<file path="src/rtl/quad_pkg.sv">
// Shared types and constants for the quadrature decoder.
// The phase word is always ordered {A,B}.
package quad_pkg;

    typedef logic [1:0] phase_t;

    localparam logic DIR_UP   = 1'b1;
    localparam logic DIR_DOWN = 1'b0;

    // Legal successor of each phase, indexed by the current phase.
    localparam phase_t UP_NEXT   [4] = '{2'b10, 2'b00, 2'b11, 2'b01};
    localparam phase_t DOWN_NEXT [4] = '{2'b01, 2'b11, 2'b00, 2'b10};

endpackage

</file>
<file path="src/rtl/quad_input_sync.sv">
// One-bit synchronizer for an asynchronous phase pin, followed by an optional
// stability filter compiled in when QUAD_FILTER_EN is defined.
module quad_input_sync #(
    parameter int SYNC_STAGES = 2
`ifdef QUAD_FILTER_EN
    ,
    parameter int FILTER_CYCLES = 3
`endif
) (
    input  logic clock,
    input  logic reset,
    input  logic pin,
    output logic value,
    output logic valid
);

    logic [SYNC_STAGES-1:0] sync_q, sync_d;
    // fill_q marks which stages already hold a real pin sample since reset.
    logic [SYNC_STAGES-1:0] fill_q, fill_d;
    logic raw;
    logic raw_vld;

    always_comb begin
        sync_d = {sync_q[SYNC_STAGES-2:0], pin};
        fill_d = {fill_q[SYNC_STAGES-2:0], 1'b1};
    end

    // NOTE: state flops use <= so every stage samples the old value of its neighbour.
    always_ff @(posedge clock or posedge reset) begin
        if (reset) begin
            sync_q <= '0;
            fill_q <= '0;
        end else begin
            sync_q <= sync_d;
            fill_q <= fill_d;
        end
    end

    assign raw     = sync_q[SYNC_STAGES-1];
    assign raw_vld = fill_q[SYNC_STAGES-1];

`ifdef QUAD_FILTER_EN
    localparam int CW = $clog2(FILTER_CYCLES + 1);

    logic          filt_q, filt_d;
    logic          filt_vld_q, filt_vld_d;
    logic [CW-1:0] cnt_q, cnt_d;

    // The first valid sample seeds the filter directly so priming sees the pin level.
    always_comb begin
        // NOTE: every _d gets a default first, so no path leaves it unassigned (no latch).
        filt_d     = filt_q;
        filt_vld_d = filt_vld_q;
        cnt_d      = '0;
        if (!filt_vld_q) begin
            if (raw_vld) begin
                filt_d     = raw;
                filt_vld_d = 1'b1;
            end
        end else if (raw != filt_q) begin
            if (cnt_q == CW'(FILTER_CYCLES - 1)) begin
                filt_d = raw;
            end else begin
                cnt_d = cnt_q + CW'(1);
            end
        end
    end

    always_ff @(posedge clock or posedge reset) begin
        if (reset) begin
            filt_q     <= 1'b0;
            filt_vld_q <= 1'b0;
            cnt_q      <= '0;
        end else begin
            filt_q     <= filt_d;
            filt_vld_q <= filt_vld_d;
            cnt_q      <= cnt_d;
        end
    end

    assign value = filt_q;
    assign valid = filt_vld_q;
`else
    assign value = raw;
    assign valid = raw_vld;
`endif

endmodule

</file>
<file path="src/rtl/quadrature_decoder.sv">
// Quadrature decoder: per-edge step pulses, direction and a wrapping position.
// Define QUAD_FILTER_EN to add a FILTER_CYCLES stability filter on each phase.
module quadrature_decoder #(
    parameter int WIDTH         = 5,
    parameter int SYNC_STAGES   = 2,
    parameter int FILTER_CYCLES = 3
) (
    input  logic             clock,
    input  logic             reset,
    input  logic             enable,
    input  logic             quad_a,
    input  logic             quad_b,
    input  logic             clear_error,
    output logic             step,
    output logic             up_down,
    output logic [WIDTH-1:0] position,
    output logic             error
);

    import quad_pkg::*;

    logic a_val, a_vld, b_val, b_vld;

    quad_input_sync #(
        .SYNC_STAGES  (SYNC_STAGES)
`ifdef QUAD_FILTER_EN
        ,
        .FILTER_CYCLES(FILTER_CYCLES)
`endif
    ) u_sync_a (
        .clock(clock),
        .reset(reset),
        .pin  (quad_a),
        .value(a_val),
        .valid(a_vld)
    );

    quad_input_sync #(
        .SYNC_STAGES  (SYNC_STAGES)
`ifdef QUAD_FILTER_EN
        ,
        .FILTER_CYCLES(FILTER_CYCLES)
`endif
    ) u_sync_b (
        .clock(clock),
        .reset(reset),
        .pin  (quad_b),
        .value(b_val),
        .valid(b_vld)
    );

    phase_t           cur_q, cur_d;
    logic             cur_vld_q, cur_vld_d;
    phase_t           prev_q, prev_d;
    logic             primed_q, primed_d;
    logic             step_q, step_d;
    logic             up_down_q, up_down_d;
    logic [WIDTH-1:0] position_q, position_d;
    logic             error_q, error_d;

    always_comb begin
        cur_d      = {a_val, b_val};
        cur_vld_d  = a_vld & b_vld;
        prev_d     = prev_q;
        primed_d   = primed_q;
        step_d     = 1'b0;
        up_down_d  = up_down_q;
        position_d = position_q;
        // Clear first so an illegal transition in the same cycle wins.
        error_d    = error_q & ~clear_error;

        if (!primed_q) begin
            if (cur_vld_q) begin
                prev_d   = cur_q;
                primed_d = 1'b1;
            end
        end else begin
            // Track the pins even while disabled so re-enabling never replays an edge.
            prev_d = cur_q;
            if ((cur_q != prev_q) && enable) begin
                if (cur_q == UP_NEXT[prev_q]) begin
                    step_d     = 1'b1;
                    up_down_d  = DIR_UP;
                    position_d = position_q + WIDTH'(1);
                end else if (cur_q == DOWN_NEXT[prev_q]) begin
                    step_d     = 1'b1;
                    up_down_d  = DIR_DOWN;
                    position_d = position_q - WIDTH'(1);
                end else begin
                    error_d = 1'b1;
                end
            end
        end
    end

    // NOTE: every register, pipeline included, is reset so priming starts from a known state.
    always_ff @(posedge clock or posedge reset) begin
        if (reset) begin
            cur_q      <= '0;
            cur_vld_q  <= 1'b0;
            prev_q     <= '0;
            primed_q   <= 1'b0;
            step_q     <= 1'b0;
            up_down_q  <= DIR_UP;
            position_q <= '0;
            error_q    <= 1'b0;
        end else begin
            cur_q      <= cur_d;
            cur_vld_q  <= cur_vld_d;
            prev_q     <= prev_d;
            primed_q   <= primed_d;
            step_q     <= step_d;
            up_down_q  <= up_down_d;
            position_q <= position_d;
            error_q    <= error_d;
        end
    end

    assign step     = step_q;
    assign up_down  = up_down_q;
    assign position = position_q;
    assign error    = error_q;

endmodule
</file>
<file path="config.mk">
export PLATFORM = sky130hd
export DESIGN_NAME = quadrature_decoder
export DESIGN_NICKNAME = d
export VERILOG_FILES = /design/src/rtl/quad_pkg.sv /design/src/rtl/quad_input_sync.sv /design/src/rtl/quadrature_decoder.sv
export SDC_FILE = /design/constraint.sdc
export NUM_CORES = 1
export LEC_CHECK = 0
export BUFFER_PORTS_ARGS = -buffer_cell sky130_fd_sc_hd__buf_2
export CAP_MARGIN = 20
export CORE_MARGIN = 2
export CORE_UTILIZATION = 55
export DETAILED_ROUTE_END_ITERATION = 16
export GPL_ROUTABILITY_DRIVEN = 0
export PLACE_DENSITY = 0.79
export SETUP_SLACK_MARGIN = 0.5
export SLEW_MARGIN = 15
export SYNTH_ARGS = -nofsm -noshare
export SYNTH_HDL_FRONTEND = slang
export SYNTH_SLANG_ARGS = --single-unit
</file>
<file path="constraint.sdc">
create_clock -name clock -period 5.5 [get_ports clock]
set_input_delay 0.825 -clock clock [delete_from_list [all_inputs] [get_ports clock]]
set_output_delay 0.825 -clock clock [all_outputs]
set_load 0.1 [all_outputs]
</file>
# [Word level (Yosys, flattened, before mapping)]
# Index checks and enable logic that the tools add are counted.
[word_totals] ff_bits=22 in_bits=6 out_inout_bits=8
[classes] addsub=2 n_lt_le_gt_ge=1 n_eq_ne=3 n_mux=22 bitwise=4 n_reduce_logical=4
[op_table] op="$mux 1" count=12
[op_table] op="$mux 2" count=6
[op_table] op="$mux 5" count=2
[op_table] op="$bmux 2 s2" count=2
[op_table] op="$add 5x1->5 const B" count=1
[op_table] op="$sub 5x1->5 const B" count=1
[op_table] op="$eq 2x2->1" count=2
[op_table] op="$reduce_bool 2->1" count=2
[op_table] op="$ge 3x3->1 const B" count=1
[op_table] op="$not 2->3" count=1
[op_table] op="$reduce_and 3->1" count=1
[op_table] op="$and 1x1->1" count=2
[op_table] op="$ne 2x2->1" count=1
[op_table] op="$logic_and 1x1->1" count=1
[op_table] op="$not 1->1" count=1

# [Depth between registers and ports, before layout]
[logic_depth] depth_word=9 depth_mapped=8 mapped_depth_nobuf=8

# [Cells and area by module]
# Synthesis repeated with hierarchy kept, for this count alone.
[unflattened] cells_unflattened=66 hier_area_um2=900.9
[modules_own_cells] mod="quadrature_decoder" instances=1 cells_each=54 area_per_inst_um2=685.7 seq_area_each_um2=351.6
[modules_own_cells] mod="quad_input_sync" instances=2 cells_each=6 area_per_inst_um2=107.6 seq_area_each_um2=100.1

# [Worst setup path before layout]
# Ideal clock, no wire load.
[synth_path] path_type="reg2reg" startpoint="register position_q[1] (netlist: position[1])" endpoint="register position_q[4] (netlist: position[4])" arrival_ps=2139 required_ps=5342 setup_slack_ps=3203 stages_incl_launch_ff=7 synth_period_minus_slack_ps=2297 path_cell_list="dfrtp_1 -> xor2_1 -> ha_1 -> or3_1 -> a221oi_1 -> o21ai_1 -> xnor2_1"
[synth_via] elab_chain_cells=3
[synth_rtl] element="from (decl)" line_no="quadrature_decoder.sv:58" text="logic [WIDTH-1:0] position_q, position_d;"
[synth_rtl] element="from (signal assigned)" line_no="quadrature_decoder.sv:114" text="position_q <= position_d;"
[synth_rtl] element="$sub 5x1->5" line_no="quadrature_decoder.sv:88" text="position_d = position_q - WIDTH'(1);"
[synth_rtl] element="$mux 5" line_no="quadrature_decoder.sv:85" text="end else if (cur_q == DOWN_NEXT[prev_q]) begin"
[synth_rtl] element="$mux 5 (*)" line_no="quadrature_decoder.sv:81" text="if (cur_q == UP_NEXT[prev_q]) begin"
# Every way passes the cells marked *; elsewhere a longest branch is shown, timed or not. The select of a mux whose other input is x is not followed.
# A chain may end at the register's enable or synchronous reset.

# [Worst setup path after layout]
[layout_path] startpoint="register prev_q[1]" endpoint="register position_q[4] (netlist: position[4])"
[layout_via] elab_chain_cells=7
[layout_rtl] element="from (decl)" line_no="quadrature_decoder.sv:54" text="phase_t prev_q, prev_d;"
[layout_rtl] element="from (signal assigned)" line_no="quadrature_decoder.sv:110" text="prev_q <= prev_d;"
[layout_rtl] element="$not 2->3 (not written as such)" line_no="quadrature_decoder.sv:81, quadrature_decoder.sv:85"
[layout_rtl] element="$bmux 2 s2 (on tied branches)" line_no="quadrature_decoder.sv:81, quadrature_decoder.sv:85"
[layout_rtl] element="$mux 2 (on tied branches) (2 in series)" line_no="quadrature_decoder.sv:81, quadrature_decoder.sv:85"
[layout_rtl] element="$eq 2x2->1 (on tied branches)" line_no="quadrature_decoder.sv:81, quadrature_decoder.sv:85"
[layout_rtl] element="$reduce_bool 2->1 (no line)"
[layout_rtl] element="$reduce_and 3->1 (no line)"
# Parallel ways exist; a longest one is shown, timed or not. The select of a mux whose other input is x is not followed.

==> flow_metrics.py <==
metrics = {
    "critical_path": {
        "cp_top_family": "XOR/XNOR gates",
        "cp.buffers_inverters": 0,
        "r2r_start": "prev_q[1]",
        "cp.required_ns": 5.69,
        "cp_data_arrival_time_ns": 2.36,
        "cp_cell_sequence": "xnor2_1, nand2_4, xor2_1, ha_1, or3_1, a221oi_1, o21ai_1, xnor2_1",
        "worstSetupPathType": "reg -> reg",
        "critical_path_depth": 8,
        "cp-end-kind": "flop",
        "critical_path.reg2reg.endpoint": "position[4]",
        "worstSetupStartpointType": "flop",
        "critPathLaunch": "prev_q[1]",
        "reg2reg_depth": 8,
        "regToRegSetupSlack_ns": 3.34,
        "cp_common_cell": "xnor2_1",
        "path_max_fanout": 7,
        "endpoint": "position[4]",
        "cpPeakStageDelay_ns": 0.43,
        "slowest_stage": "dfrtp_1",
    },
    "placed_design": {
        "portBuffers": 13,
        "place_area_um2": 890,
        "place_hpwl_um": 759,
    },
    "route": {
        "antenna_left": 0,
        "routed_wl_mm": 1.04,
        "via_count": 464,
        "first_iter_violations": 5,
        "first_pass_iters": 4,
        "routed_via_density": 5.04,
        "wl_per_cell_um": 11.3,
        "drc": 0,
    },
    "die": {
        "initial_core_util_pct": 60.4,
        "io_pins": 14,
        "dieArea_mm2": 0.00179,
        "die_w_um": 42.3,
        "rows": 13,
        "die_y_um": 42.3,
        "core_area_mm2": 0.00133,
    },
    "grt": {
        "grt_max_degree": 21,
        "track_usage_pct": 14.9,
        "met3_usage_pct": 5.17,
        "grt_pass1_wl_mm": 1.89,
        "globalRoute.busiestLayer": "met2",
        "gr-usage-met2_pct": 20.6,
        "grt_overflow_total": 0,
        "antenna_found_initial": 0,
        "grt_pass1_vias": 431,
        "met1_usage_pct": 19.7,
    },
    "yosys": {
        "seq_area_frac_synth_pct": 62.3,
        "synth.area.top_cells": "dfrtp_1 59%, xnor2_1 6.5%, mux2_4 3.7%",
        "post-synth-top-area-cell": "dfrtp_1",
        "synth_top_family_by_area": "XOR/XNOR gates",
        "synth_fa_ha_area_share_pct": 3.11,
        "netlist_area_um2": 806,
        "synth.net_count": 68,
        "yosysUniqueCellTypes": 24,
        "syn_inst": 60,
        "synthXorXnorAreaFrac_pct": 9.78,
        "synth-simple-area-share_pct": 8.23,
        "synth_compound_area_share_pct": 8.23,
        "synth_top_area_share_pct": 59.0,
        "muxShareOfSynthArea_pct": 6.52,
        "yosysWarnings": 0,
        "synth_area_per_cell_um2": 13.4,
        "ys_seq_elements": 20,
    },
    "sta": {
        "period_share_pct": 39.4,
        "setup_viol": 0,
        "hold_viol_final": 0,
        "hold_ws_ns": 0.358,
        "slew_viol_final": 0,
        "finClkSkew_ns": 0.00593,
        "min_period_ns": 2.16,
        "worst_pin_slew_ns": 0.705,
        "fmax_ghz": 0.462,
        "slew-limit-headroom_pct": 53.0,
        "rsz0062_at_grt": "no",
        "tns_ns": 0,
    },
    "cells_and_area": {
        "layout_common_cells": "19 x dfrtp_1, 13 x buf_2, 6 x xnor2_1",
        "final_cell_area_um2": 916,
        "diodes": 0,
        "drive_above_1_share_pct": 31.2,
        "nets": 86,
        "areaGrowthSynthToFinish_pct": 13.7,
        "fillers": 109,
        "final_common_cell": "dfrtp_1",
    },
    "clocking": {
        "postCtsSetupBuffers": 0,
        "clkLatencyLatePin_ns": 0.29,
        "post_cts_resized": 0,
        "holdBufCountCts": 0,
        "htree_levels": 1,
        "path_clk_slew_ns": 0.11,
        "cts.path.max_buffers": 2,
        "cts_buffers": 3,
        "cts_num_sinks": 20,
        "cts-root-buf": "clkbuf_4",
        "cts_tree": "done",
    },
    "min_path": {
        "min_from": "u_sync_a.sync_q[1]",
        "whs_path_depth": 0,
        "min_path_type": "reg -> reg",
    },
    "run_status": {
        "outcome": "completed",
    },
    "run": {
        "cap_violations": 0,
    },
}
==> cells by family (layout without fill, tap and decap cells) <==
group	Yosys count	count (layout)
DFF	20	20
and+or+nand+nor	11	11
muxes	4	4
buffers and inverters	3	20
xor gates and xnor gates	9	9
other	1	1
AOI/OAI and AO/OA	10	10
adders and majority gates	2	2
==> cell usage after synthesis, drive strengths merged <==
cell / instances
dfrtp: 19
xnor2: 6
nor2: 5
mux2: 4
inv: 3
nand2: 3
o21ai: 3
xor2: 3
a21oi: 2
a31oi: 2
ha: 2
or3: 2
a221oi: 1
conb: 1
dfstp: 1
o31ai: 1
o32ai: 1
or2: 1
==> metal layers <==
layer	wire (um)	part of all wire [%]
met3	55	5.3
met1	530	51
met2	442	42
met5	0	0
met4	14	1.3
==> sequential cells by signal (all words and copies together), names as in the netlist <==
name,count
step,1
u_sync_b.fill_q,1
u_sync_a.fill_q,1
up_down,1
prev_q,2
cur_vld_q,1
primed_q,1
u_sync_b.sync_q,2
position,5
cur_q,2
error,1
u_sync_a.sync_q,2
==> cell type report <==
class	count	area [um2]	share of cell area, %
flip-flops and latches	20	502	54.8
multi-input cells	37	293	32.0
inverters	3	11.3	1.23
clock buffers	4	26.3	2.87
well taps	15	18.8	2.05
repair buffers	13	65.1	7.10
==> worst register-to-register path, delay by kind of cell (launching register included) <==
family	cells	cell delay [ns]
simple gates	2	0.44
fa+ha+maj	1	0.22
compound gates	2	0.37
xor+xnor	3	0.61
flops	1	0.43
==> through the flow <==
stage / cells / util [%] / setup WS, ns
6_report: 92 / 68.7 / 3.34
5_1_grt: 92 / 68.7 / 3.16
4_1_cts: 92 / 68.7 / 3.31
3_5_place_dp: 88 / 66.7 / 3.33
3_3_place_gp: 88 / 66.7 / 3.35
2_1_floorplan: 60 / - / 3.20
==> how the worst min path moves through the flow <==
stage	to	slack (ns)
after CTS	cur_q[0]	0.36
after floorplan	cur_q[0]	0.33
after detailed placement	cur_q[0]	0.33
after global routing	u_sync_a.fill_q[1]	0.37
after global placement	u_sync_a.fill_q[1]	0.33
final	cur_q[1]	0.36
Power is left out: the tool's default activity adds up to more than one toggle a clock period on the data nets, which glitch-free logic cannot reach.
